### src/rtl/ps2_packet_tx.sv
// ps2_packet_tx: turns 24-bit PS/2 mouse packets into a byte stream.
// Each packet goes out as byte1 = [23:16], byte2 = [15:8], byte3 = [7:0],
// then IDLE_GAP filler bytes with bit3 cleared. A downstream framer that
// locks on bit3 of byte1 can therefore always find the packet boundary.
// Byte1 bit3 (packet bit19) is always forced to 1.
// Optional build macro PS2TX_SKID_EN adds a one-entry input skid buffer.
// With that buffer, packets can be accepted while a transfer is in flight
// and can be sent back-to-back.
//
//  state | meaning
//  IDLE  | nothing to send; accepting a packet
//  B1    | presenting byte1 (packet[23:16], bit3 forced high)
//  B2    | presenting byte2 (packet[15:8])
//  B3    | presenting byte3 (packet[7:0])
//  GAP   | presenting filler bytes; gap_cnt counts accepted fillers
module ps2_packet_tx #(
    parameter int          IDLE_GAP  = 1,
    parameter logic [7:0]  FILL_BYTE = 8'h00
) (
    input  logic        clk,
    input  logic        reset,
    input  logic [23:0] in_bytes,
    input  logic        in_valid,
    output logic        in_ready,
    output logic [7:0]  out_byte,
    output logic        out_valid,
    input  logic        out_ready,
    output logic        pkt_done,
    output logic        sync_fix
);

    typedef enum logic [2:0] {
        S_IDLE = 3'd0,
        S_B1   = 3'd1,
        S_B2   = 3'd2,
        S_B3   = 3'd3,
        S_GAP  = 3'd4
    } state_t;

    localparam logic [23:0] SYNC_BIT  = 24'h08_0000;
    localparam logic [7:0]  FILL_OUT  = FILL_BYTE & 8'hF7;
    localparam logic [3:0]  GAP_LAST  = (IDLE_GAP > 0) ? 4'(IDLE_GAP - 1) : 4'd0;

    state_t      state;
    state_t      state_nxt;
    logic [23:0] pkt;
    logic [23:0] pkt_nxt;
    logic [3:0]  gap_cnt;
    logic [3:0]  gap_cnt_nxt;
    logic        fire;
    logic        accept;
    logic        eop;

`ifdef PS2TX_SKID_EN
    logic [23:0] skid;
    logic [23:0] skid_nxt;
    logic        skid_full;
    logic        skid_full_nxt;

    assign in_ready = !skid_full;
`else
    assign in_ready = (state == S_IDLE);
`endif

    assign fire   = out_valid && out_ready;
    assign accept = in_valid && in_ready;

    // Output byte and valid follow directly from the current state.
    always_comb begin
        out_valid = 1'b0;
        out_byte  = 8'h00;
        case (state)
            S_B1: begin
                out_valid = 1'b1;
                out_byte  = pkt[23:16];
            end
            S_B2: begin
                out_valid = 1'b1;
                out_byte  = pkt[15:8];
            end
            S_B3: begin
                out_valid = 1'b1;
                out_byte  = pkt[7:0];
            end
            S_GAP: begin
                out_valid = 1'b1;
                out_byte  = FILL_OUT;
            end
            default: begin
                out_valid = 1'b0;
                out_byte  = 8'h00;
            end
        endcase
    end

    // Next-state, packet register, gap counter and skid buffer updates.
    always_comb begin
        state_nxt   = state;
        pkt_nxt     = pkt;
        gap_cnt_nxt = gap_cnt;
        eop         = 1'b0;
`ifdef PS2TX_SKID_EN
        skid_nxt      = skid;
        skid_full_nxt = skid_full;
`endif
        case (state)
            S_IDLE: begin
                if (accept) begin
                    pkt_nxt   = in_bytes | SYNC_BIT;
                    state_nxt = S_B1;
                end
            end
            S_B1: begin
                if (fire) state_nxt = S_B2;
            end
            S_B2: begin
                if (fire) state_nxt = S_B3;
            end
            S_B3: begin
                if (fire) begin
                    if (IDLE_GAP > 0) begin
                        state_nxt   = S_GAP;
                        gap_cnt_nxt = 4'd0;
                    end else begin
                        eop = 1'b1;
                    end
                end
            end
            S_GAP: begin
                if (fire) begin
                    gap_cnt_nxt = gap_cnt + 4'd1;
                    if (gap_cnt == GAP_LAST) eop = 1'b1;
                end
            end
            default: state_nxt = S_IDLE;
        endcase

        if (eop) begin
            state_nxt   = S_IDLE;
            gap_cnt_nxt = 4'd0;
`ifdef PS2TX_SKID_EN
            // Drain a buffered packet, or pass a packet arriving right now
            // straight through, so consecutive packets have no idle bubble.
            if (skid_full) begin
                pkt_nxt       = skid;
                skid_full_nxt = 1'b0;
                state_nxt     = S_B1;
            end else if (accept) begin
                pkt_nxt   = in_bytes | SYNC_BIT;
                state_nxt = S_B1;
            end
`endif
        end

`ifdef PS2TX_SKID_EN
        // Anything accepted mid-transfer that was not passed through lands in the buffer.
        if (accept && (state != S_IDLE) && !(eop && !skid_full)) begin
            skid_nxt      = in_bytes | SYNC_BIT;
            skid_full_nxt = 1'b1;
        end
`endif
    end

    // State register plus the registered pkt_done / sync_fix pulses.
    always_ff @(posedge clk) begin
        if (reset) begin
            state    <= S_IDLE;
            pkt      <= 24'h0;
            gap_cnt  <= 4'd0;
            pkt_done <= 1'b0;
            sync_fix <= 1'b0;
`ifdef PS2TX_SKID_EN
            skid      <= 24'h0;
            skid_full <= 1'b0;
`endif
        end else begin
            state    <= state_nxt;
            pkt      <= pkt_nxt;
            gap_cnt  <= gap_cnt_nxt;
            pkt_done <= (state == S_B3) && fire;
            sync_fix <= accept && !in_bytes[19];
`ifdef PS2TX_SKID_EN
            skid      <= skid_nxt;
            skid_full <= skid_full_nxt;
`endif
        end
    end

endmodule
### config.mk
export PLATFORM = sky130hd
export DESIGN_NAME = ps2_packet_tx
export DESIGN_NICKNAME = d
export VERILOG_FILES = /design/src/rtl/ps2_packet_tx.sv
export SDC_FILE = /design/constraint.sdc
export NUM_CORES = 1
export LEC_CHECK = 0
export ABC_AREA = 1
export BUFFER_PORTS_ARGS = -buffer_cell sky130_fd_sc_hd__buf_2
export CELL_PAD_IN_SITES_DETAIL_PLACEMENT = 0
export CELL_PAD_IN_SITES_GLOBAL_PLACEMENT = 1
export CORE_ASPECT_RATIO = 2
export CORE_UTILIZATION = 39
export CTS_CLUSTER_DIAMETER = 120
export DETAILED_ROUTE_END_ITERATION = 8
export GPL_ROUTABILITY_DRIVEN = 0
export MAX_ROUTING_LAYER = met4
export PLACE_DENSITY_LB_ADDON = 0.1
export SETUP_SLACK_MARGIN = 0.5
export SLEW_MARGIN = 5
export SYNTH_ARGS = -nofsm -noshare
export SYNTH_HDL_FRONTEND = slang
export SYNTH_SLANG_ARGS = --single-unit
export TNS_END_PERCENT = 30
### constraint.sdc
create_clock -name clk -period 1.4 [get_ports clk]
set_input_delay 0.14 -clock clk [delete_from_list [all_inputs] [get_ports clk]]
set_output_delay 0.14 -clock clk [all_outputs]
set_load 0.01 [all_outputs]
-- Word level (Yosys, flattened, before mapping)
Cells that the tools add are included.
W data, S select, Z words.
- flip-flop bits (word level): 33
- logic and storage cells: 42
- add/sub/neg operators: 1
- equality and inequality tests: 9
- muxes and demuxes: 13
- bitwise operators: 1
- reduce and logical (&&, ||, !) cells: 13
- operators with widths (operator ; number):
    $pmux W8 S3 ; 1
    $pmux W3 S5 ; 1
    $mux W3 ; 4
    $mux W4 ; 2
    $ne A2 B2 Y1 const B ; 4
    $pmux W4 S2 ; 1
    $eq A3 B2 Y1 const B ; 2
    $reduce_and A5 Y1 ; 1
    $add A4 B1 Y4 const B ; 1
    $logic_and A1 B1 Y1 ; 4
    $logic_not A4 Y1 ; 1
    $mux W1 ; 4
    $reduce_or A4 Y1 ; 1
    $eq A3 B1 Y1 const B ; 1
    $eq A3 B3 Y1 const B ; 1
    $logic_not A3 Y1 ; 1
    $reduce_and A3 Y1 ; 1
    $ne A2 B1 Y1 const B ; 1
    $reduce_and A2 Y1 ; 1
    $reduce_bool A2 Y1 ; 1
    $reduce_or A2 Y1 ; 1
    $logic_not A1 Y1 ; 1
    $not A1 Y1 ; 1

-- Logic depth before layout (Yosys ltp)
Gate-level depths: netlist of the first run.
- depth in word-level cells: 7
- gate-level depth with buffers: 7

-- Least setup slack after synthesis of the first run
Ideal clock, no wire load.
- kind: register -> register
- start: reg state[0]
- end: reg pkt[10]
- setup time: 0.115 ns
- arrival time: 0.994 ns
- data required time: 1.285 ns
- path slack: 0.291 ns
- stages on the path, launching flop included: 6
- path buffers: 1
- period minus slack after synthesis: 1.109 ns
- cell sequence: dfxtp_1 > nor2_2 > nand3_4 > buf_6 > o21ai_2 > a21oi_2
- longest elaborated chain between the ends: 3
- ends and longest elaborated chain (element ; RTL line ; RTL):
    from (decl) ; 44 ; state_t state;
    from (signal assigned) ; 177 ; state <= state_nxt;
    $logic_not A3 Y1 (*) ; 62, 106 ;
    $logic_and A1 B1 Y1 ; 66 ; assign accept = in_valid && in_ready;
    $reduce_and A2 Y1 (no source line) (*) ; -- ;
    to (signal assigned) ; 178 ; pkt <= pkt_nxt;
    to (decl) ; 46 ; logic [23:0] pkt;
Every way passes the cells marked *; elsewhere a longest branch is shown, timed or not.
A chain may end at the register's enable or synchronous reset.

-- Worst setup path in the final report of the first run
- start: reg state[2]
- end: out out_byte[4]
- longest elaborated chain between the ends: 2
- elaborated cells between the ends (all ways): 4
- classes of those cells: eq/ne (3); mux (1)
- ends and longest elaborated chain (element ; RTL line ; RTL):
    $eq A3 B2 Y1 or $eq A3 B1 Y1 (tied branches) ; 72 ; case (state)
    $pmux W8 S3 (*) ; 72 ;
    to (decl) ; 25 ; output logic [7:0] out_byte,
Marked as above.

==> results of run 1 <==
## metrics by stage
step                      worst slack [ns]  TNS (ns)  total power [uW]
after floorplan                      0.365         0              1650
after global placement               0.192         0              1830
after detailed placement             0.157         0              1850
after CTS                          -0.0316    -0.177              2630
after global routing               -0.0859    -0.555              2860
final                              -0.0232   -0.0651              2700
## state kept, by name (all words and copies together) (netlist names)
signal	cells
state	3
gap_cnt	4
pkt	24
sync_fix	1
pkt_done	1
## what timing repair did
| action | in CTS | in global routing |
|---|---|---|
| gates cloned | 0 | 1 |
| buffers inserted | 5 | 3 |
| pin swaps | 6 | 9 |
| hold buffers | 0 | 0 |
| gates resized for setup | 25 | 21 |
| endpoints found under the setup margin | 42 | 43 |
## worst paths after layout
path / startpoint / endpoint / slack, ns / depth (start not counted)
max: state[2]$_SDFFE_PP0P_ / out_byte[4] / -0.02 / 6
min: in_bytes[19] / sync_fix$_SDFF_PP0_ / 0.02 / 2
max reg2reg: state[2]$_SDFFE_PP0P_ / pkt[7]$_SDFFE_PP0P_ / 0.14 / 6
min reg2reg: gap_cnt[1]$_SDFFE_PP0P_ / gap_cnt[1]$_SDFFE_PP0P_ / 0.48 / 2
## area by class of cell
class / count / area share, %
clock inverter: 2 / 0.436
multi-input combinational: 122 / 42.9
timing repair buffer: 53 / 16.2
sequential: 33 / 29.4
tap: 52 / 2.83
inverter: 28 / 5.01
clock buffer: 6 / 3.16
## cells by family (layout without fill, tap and decap cells)
| family | count (synthesis) | after routing | synth area share (%) |
|---|---|---|---|
| buffers and inverters | 37 | 89 | 11.2 |
| and+or+nand+nor | 64 | 64 | 21.1 |
| AOI/OAI and AO/OA | 56 | 56 | 26.1 |
| adders and majority gates | 2 | 2 | 1.52 |
| DFF | 33 | 33 | 40.1 |
## per-layer routing
| layer | vias up | routed length [um] | GRT usage [%] | part of all wire (%) |
|---|---|---|---|---|
| met5 | - | 0 | - | 0 |
| met4 | 0 | 121 | 10.4 | 2.8 |
| met3 | 11 | 98 | 3.65 | 2.3 |
| met2 | 27 | 2490 | 35.1 | 58 |
| met1 | 723 | 1570 | 19.9 | 37 |
| li1 | 747 | - | - | - |
## worst reg2reg max path: cells and delay by family, from the launching register on
| kind | cells | cell delay (ns) |
|---|---|---|
| compound gates | 2 | 0.19 |
| buf+inv | 2 | 0.33 |
| flops | 1 | 0.38 |
| simple gates | 2 | 0.26 |
## power groups by stage
stage | clock network, uW | registers [uW] | logic, uW
finish | 679 | 1130 | 894
global route | 757 | 1130 | 966
CTS | 704 | 1120 | 803
detailed placement | 0 | 1130 | 715
global placement | 0 | 1130 | 698
floorplan | 0 | 1120 | 539
## synthesized netlist by cell type
| library cell | number | share of area, % |
|---|---|---|
| dfxtp_1 | 33 | 40 |
| inv_1 | 23 | 5.2 |
| nand2_1 | 22 | 5.0 |
| a21oi_2 | 21 | 11 |
| nand2_2 | 14 | 5.3 |
| nand3_1 | 11 | 3.3 |
| o21ai_2 | 10 | 5.3 |
| a21oi_1 | 9 | 2.7 |
| o221ai_1 | 8 | 4.3 |
| o21ai_1 | 7 | 2.1 |
| buf_6 | 5 | 3.4 |
| inv_2 | 5 | 1.1 |
| nor2_1 | 5 | 1.1 |
| nand4_1 | 4 | 1.5 |
| buf_2 | 2 | 0.61 |
| ha_1 | 2 | 1.5 |
| nand3_2 | 2 | 1.2 |
| nor2_2 | 2 | 0.76 |
| a21o_1 | 1 | 0.46 |
| buf_4 | 1 | 0.46 |
| clkbuf_2 | 1 | 0.30 |
| nand3_4 | 1 | 1.1 |
| nor2_4 | 1 | 0.68 |
| nor3_2 | 1 | 0.61 |
| nor3b_1 | 1 | 0.46 |
==> run summary, run 1 <==
PnR worst setup slack: -0.0232 ns
routed len/inst: 14.5 um
final hold vios: 0
layout cells sized above 1: 60.2%
multi-input gate area in the final layout: 985 sq um
Starting Density: 40.3%
Max Clock Freq: 703 MHz
placed cell area: 1950 sq um
clk slew on worst S/H paths: 0.07 ns
critical path's top delay family: flip-flops
Detail Placement HPWL: 3020 um
period utilisation layout: 102%
number of buffers created by CTS: 5
sw power: 923 uW
combinational power share: 33.1%
Cell Area, Synth: 1650 sq um
final WL: 4290 um
most frequent cells in the layout: 38 x buf_2, 27 x dfxtp_1, 24 x a21oi_2
vias: 1,508
post-layout util: 56.2%
# placed instances: 279
critical path class: reg -> out
Die H: 93.9 um
Die ar.: 4500 sq um
Seq/Total Area, Yosys: 40.1%
Clock power frac: 25.2%
Die X: 47.9 um
post-route cell area: 2300 sq um
Req. time, crit path: 1.26 ns
IO Count: 40
switch share: 34.2%
FF/Latch Area: 676 sq um
crit path capture type: primary output
nets: 273
first-pass GRT wire length: 6210 um
Area Overhead vs Synth: 39.4%
clk_skew: 0.00723 ns
CTS root buffer: clkbuf_8
fin cells: 296
cells after synthesis: 192
hold slack: 0.0176 ns
largest net degree at the start of global routing: 26
Max-cap violations: 0
CTS tree: yes
Setup violations, final: 7
# rows: 33
Mean Syn Cell Area: 8.58 sq um
leak pwr: 0.000922 uW
Internal: 1780 uW
Layout fillers: 384
initial antenna violation count: 0
drt initial violations: 29
Skew-Pair Late Insertion Delay: 0.28 ns
Final min period: 1.42 ns
maximum VDD drop: 0.791 mV
WP data arrival: 1.28 ns
Max transition margin: 63.9%
all-layer global routing usage: 20.3%
CP max-delay cell: dfxtp_4
RSZ-0062 raised after global routing: yes
max incr delay on CP: 0.38 ns
crit-path cells: nor2_4 -> nand2_4 -> inv_4 -> nand2_1 -> o221ai_2 -> buf_2
H-tree depth: 2
commonest non-fill, non-tap cell in the layout: buf_2
failing checks: setup timing
Final Max Slew Viols: 0
Yosys warning total: 0
input/output buffers: 39
Post-DRT Antenna Nets: 0
via/cell ratio: 5.09
Worst Path Buf+Inv: 2
flops & latches, synth: 33
DRC Markers: 0
Syn Nets: 222
Min-Delay Path Class: in -> reg
grt ovf: 0
maximum fanout along the worst path: 7
drt pass-1 iters: 4
vias in the first global route: 1,395
Slew @ Worst Pin: 0.541 ns
startpoint type of the worst setup path: flip-flop
outcome: finished, violations left
clock tree buffer depth: 2
Flop pwr share: 41.7%
PD cells: 1180 nW/um^2
antenna cells: 0
core area: 4090 sq um
synth unique cells: 25
Sink Count: 33
Note: power is estimated with default switching activity, not from simulation.
==> inputs of run 2 (changes only) <==
clock period = 1.5 ns   (was 1.4 ns; I/O delays follow)
==> run summary, run 2 (synthesis results as in run 1) <==
nets: 286 (+4.8%)
commonest non-fill, non-tap cell in the layout: buf_2
leak pwr: 0.000963 uW (+4.5%)
Die H: 93.9 um (unchanged)
FF-to-FF End: state[0]$_SDFFE_PP0P_
layout cells sized above 1: 58.2% (-2.0 points)
input/output buffers: 39 (unchanged)
drt pass-1 iters: 3 (-1)
Reg-to-Reg Start: state[1]$_SDFFE_PP0P_
setup TNS: 0 ns (+0.0651 ns)
Req. time, crit path: 1.35 ns (+0.09 ns)
vias: 1,555 (+3.1%)
post-layout util: 57.5% (+1.3 points)
Slew @ Worst Pin: 0.432 ns (-0.110 ns)
CTS tree: yes
Max transition margin: 71.2% (+7.3 points)
Die X: 47.9 um (unchanged)
clk_skew: 0.00283 ns (-0.00440 ns)
max reg flops: 24 (unchanged)
initial antenna violation count: 0 (unchanged)
number of buffers created by CTS: 5 (unchanged)
clk slew on worst S/H paths: 0.06 ns (about the same)
most flop-heavy register: pkt
RSZ-0062 raised after global routing: yes
via/cell ratio: 5.05 (-0.90%)
WP data arrival: 1.31 ns (+0.03 ns)
Min-Delay Path Class: in -> reg
top flop regs: pkt x24, gap_cnt x4, state x3
H-tree depth: 2 (unchanged)
critical path class: reg -> out
Max Clock Freq: 685 MHz
routed len/inst: 14.8 um (+2.2%)
core area: 4090 sq um (unchanged)
crit path capture type: primary output
Final Max Slew Viols: 0 (unchanged)
Area Overhead vs Synth: 42.7%
largest net degree at the start of global routing: 26 (unchanged)
clock tree buffer depth: 2 (unchanged)
Max-cap violations: 0 (unchanged)
Detail Placement HPWL: 3150 um (+4.4%)
final hold vios: 0 (unchanged)
maximum VDD drop: 0.898 mV (+14%)
maximum fanout along the worst path: 6 (-1)
most frequent cells in the layout: 37 x buf_2, 28 x dfxtp_1, 22 x inv_1
Pwr Total: 2620 uW (-2.9%)
CP endpoint: out_byte[4]
Post-DRT Antenna Nets: 0 (unchanged)
CTS root buffer: clkbuf_8
outcome: finished, final reports clean
period utilisation layout: 97.3%
Die ar.: 4500 sq um (unchanged)
PD cells: 1120 nW/um^2 (-5.1%)
final WL: 4560 um (+6.4%)
Worst R2R Setup Slack: 0.13 ns (about the same)
Starting Density: 40.3% (unchanged)
origin of the worst setup path: state[1]$_SDFFE_PP0P_
vias in the first global route: 1,473 (+5.6%)
first-pass GRT wire length: 6470 um (+4.1%)
Setup violations, final: 0 (-7)
worst reg-to-reg path cell count: 8 (+2)
grt ovf: 0 (unchanged)
all-layer global routing usage: 21.4% (+1.1 points)
Skew-Pair Late Insertion Delay: 0.28 ns (about the same)
DRC Markers: 0 (unchanged)
# rows: 33 (unchanged)
Final min period: 1.46 ns
startpoint type of the worst setup path: flip-flop
Sink Count: 33 (unchanged)
IO Count: 40 (unchanged)
antenna cells: 0 (unchanged)
drt initial violations: 18 (-38%)
[run 2: final cells by class]
cell class | count | area [sq um]
fill | 378 | 1740
multi-input combinational | 122 | 923
sequential | 33 | 674
timing repair buffer | 66 | 485
inverter | 28 | 115
clock buffer | 7 | 86.3
tap | 52 | 65.1
[run 2: worst min-delay path by stage]
stage                      start  slack [ns]  depth (start not counted)             endpoint
floorplan                  reset        0.22                          1  sync_fix$_SDFF_PP0_
global placement    in_bytes[19]        0.32                          2  sync_fix$_SDFF_PP0_
detailed placement  in_bytes[19]        0.32                          2  sync_fix$_SDFF_PP0_
CTS                 in_bytes[19]        0.02                          2  sync_fix$_SDFF_PP0_
global route        in_bytes[19]        0.03                          2  sync_fix$_SDFF_PP0_
finish              in_bytes[19]        0.03                          2  sync_fix$_SDFF_PP0_
[run 2: repair_timing]
action / 4_1_cts / 5_1_grt
buffers inserted: 13 / 7
cloned: 0 / 2
hold buffers: 0 / 0
gates resized for setup: 20 / 10
endpoints found under the setup margin: 42 / 42
pin swaps: 5 / 7
[run 2: through the flow]
| step | setup WS, ns | cell area (sq um) | cells | hold slack (ns) |
|---|---|---|---|---|
| after floorplan | 0.471 | 1720 | 192 | 0.219 |
| after global placement | 0.254 | 1930 | 279 | 0.319 |
| after detailed placement | 0.235 | 1930 | 279 | 0.324 |
| after CTS | 0.00990 | 2210 | 299 | 0.0242 |
| after global routing | -0.00808 | 2350 | 308 | 0.0293 |
| final | 0.0398 | 2350 | 308 | 0.0320 |
[run 2: worst max-delay path: stages (launching register included)]
cell      delay [ns]
dfxtp_4         0.39
inv_4           0.08
nand3_4         0.09
buf_4           0.16
o221ai_4        0.16
buf_6           0.14
[run 2: power by group]
group	internal [uW]	switching, uW	total [uW]
Clock	363	295	658
Sequential	979	73.3	1050
Combinational	420	489	909
Total	1760	857	2620
[run 2: routing by layer]
metal	up-vias	global-route usage, %	part of all wire (%)
met4	0	10.9	4.8
met1	735	19.6	34
met2	34	38.4	59
met5	-	-	0
li1	769	-	-
met3	17	3.85	2.7
==> inputs of run 3 (changes only) <==
SETUP_SLACK_MARGIN = default   (was 0.5)
SKIP_CTS_REPAIR_TIMING = 1   (was default)
==> run summary, run 3 (synthesis results as in run 1) <==
final hold vios: 0 (unchanged)
outcome: finished, final reports clean
vias in the first global route: 1,394 (-5.4%)
Setup violations, final: 0 (unchanged)
input/output buffers: 39 (unchanged)
Max-cap violations: 0 (unchanged)
leak pwr: 0.000857 uW (-11%)
clk_skew: 0.00614 ns (+0.00331 ns)
Area Overhead vs Synth: 28.7%
Final Max Slew Viols: 0 (unchanged)
core area: 4090 sq um (unchanged)
startpoint type of the worst setup path: flip-flop
drt initial violations: 12 (-6)
antenna cells: 0 (unchanged)
Skew-Pair Late Insertion Delay: 0.28 ns (about the same)
Final min period: 1.45 ns (-0.0151 ns)
layout cells sized above 1: 49.8% (-8.4 points)
routed len/inst: 13.4 um (-9.3%)
commonest non-fill, non-tap cell in the layout: buf_2
worst reg-to-reg path cell count: 6 (-2)
CTS root buffer: clkbuf_8
maximum VDD drop: 0.810 mV (-9.9%)
vias: 1,434 (-7.8%)
Die H: 93.9 um (unchanged)
nets: 270 (-5.6%)
via/cell ratio: 4.89 (-3.1%)
Post-DRT Antenna Nets: 0 (unchanged)
clk slew on worst S/H paths: 0.07 ns (about the same)
initial antenna violation count: 0 (unchanged)
top flop regs: pkt x24, gap_cnt x4, state x3
all-layer global routing usage: 19.7% (-1.7 points)
Worst Hold Launch: in_bytes[19]
Reg-to-Reg Start: state[2]$_SDFFE_PP0P_
PnR worst setup slack: 0.0549 ns (+0.0151 ns)
Max transition margin: 80.5% (+9.3 points)
drt pass-1 iters: 4 (+1)
Min-Delay Path Class: in -> reg
# rows: 33 (unchanged)
setup TNS: 0 ns (unchanged)
max reg flops: 24 (unchanged)
Worst R2R Setup Slack: 0.19 ns (+0.06 ns)
Die X: 47.9 um (unchanged)
cell count of the worst hold path: 2 (unchanged)
FF-to-FF End: pkt[15]$_SDFFE_PP0P_
PD cells: 1230 nW/um^2 (+9.9%)
Slew @ Worst Pin: 0.292 ns (-0.139 ns)
first-pass GRT wire length: 6070 um (-6.1%)
crit path capture type: primary output
largest net degree at the start of global routing: 41 (+58%)
clock tree buffer depth: 2 (unchanged)
number of buffers created by CTS: 5 (unchanged)
Detail Placement HPWL: 2790 um (-12%)
most frequent cells in the layout: 39 x buf_2, 30 x dfxtp_1, 23 x inv_1
Starting Density: 40.3% (unchanged)
H-tree depth: 2 (unchanged)
Max Clock Freq: 692 MHz (+1.0%)
post-layout util: 51.9% (-5.6 points)
final WL: 3930 um (-14%)
Sink Count: 33 (unchanged)
RSZ-0062 raised after global routing: yes
WP data arrival: 1.30 ns (about the same)
IO Count: 40 (unchanged)
DRC Markers: 0 (unchanged)
Place WS: 0.0967 ns (-0.138 ns)
hold path endpoint: sync_fix$_SDFF_PP0_
maximum fanout along the worst path: 7 (+1)
hold slack: 0.0324 ns (+0.000361 ns)
Req. time, crit path: 1.35 ns (about the same)
most flop-heavy register: pkt
Die ar.: 4500 sq um (unchanged)
period utilisation layout: 96.3% (-1.0 points)
CTS tree: yes
critical path class: reg -> out
grt ovf: 0 (unchanged)
run 3: cell count changes in the layout (fill, tap and decap cells not counted), sizes merged:
cell and change:
nand3 +1, buf -15, bufinv +1, clkbuf -2
run 3: final cells by class:
class,instances,area (sq um)
Clock buffer,7,86.3
Sequential cell,33,672
Timing Repair Buffer,49,283
Multi-Input combinational cell,123,861
Inverter,28,123
Clock inverter,1,30.0
Fill cell,423,1970
Tap cell,52,65.1
run 3: critical path: stages (launching register included):
cell and delay, ns:
dfxtp_4 0.42, buf_4 0.17, nand2_8 0.08, inv_4 0.07
nand2_1 0.06, o221ai_2 0.06, buf_2 0.16
run 3: metrics by stage:
step	power (uW)	std cells	cell area, sq um
2_1_floorplan	1510	192	1650
3_3_place_gp	1640	277	1860
3_5_place_dp	1660	277	1860
4_1_cts	2530	285	1980
5_1_grt	2740	293	2120
6_report	2600	293	2120
run 3: worst max-delay path by stage:
stage / from / endpoint / depth (start not counted)
floorplan: state[0]$_SDFFE_PP0P_ / pkt[10]$_SDFFE_PP0P_ / 5
global placement: state[0]$_SDFFE_PP0P_ / out_byte[6] / 6
detailed placement: state[0]$_SDFFE_PP0P_ / out_byte[6] / 6
CTS: state[2]$_SDFFE_PP0P_ / out_byte[6] / 6
global route: state[1]$_SDFFE_PP0P_ / out_byte[3] / 6
finish: state[1]$_SDFFE_PP0P_ / out_byte[6] / 6
run 3: where the power goes:
part	leakage [uW]	switching (uW)	internal, uW	total, uW
clock	0.0000585	317	541	859
combinational	0.000525	422	272	694
sequential	0.000274	66.6	979	1050
total	0.000857	806	1790	2600
run 3: metal layers:
metal / vias to the layer above / track usage [%] / part of all wire, %
met4: 0 / 7.64 / 3.4
met5: - / - / 0
met1: 648 / 19.6 / 38
met2: 32 / 34.7 / 55
li1: 743 / - / -
met3: 11 / 4.04 / 3.1
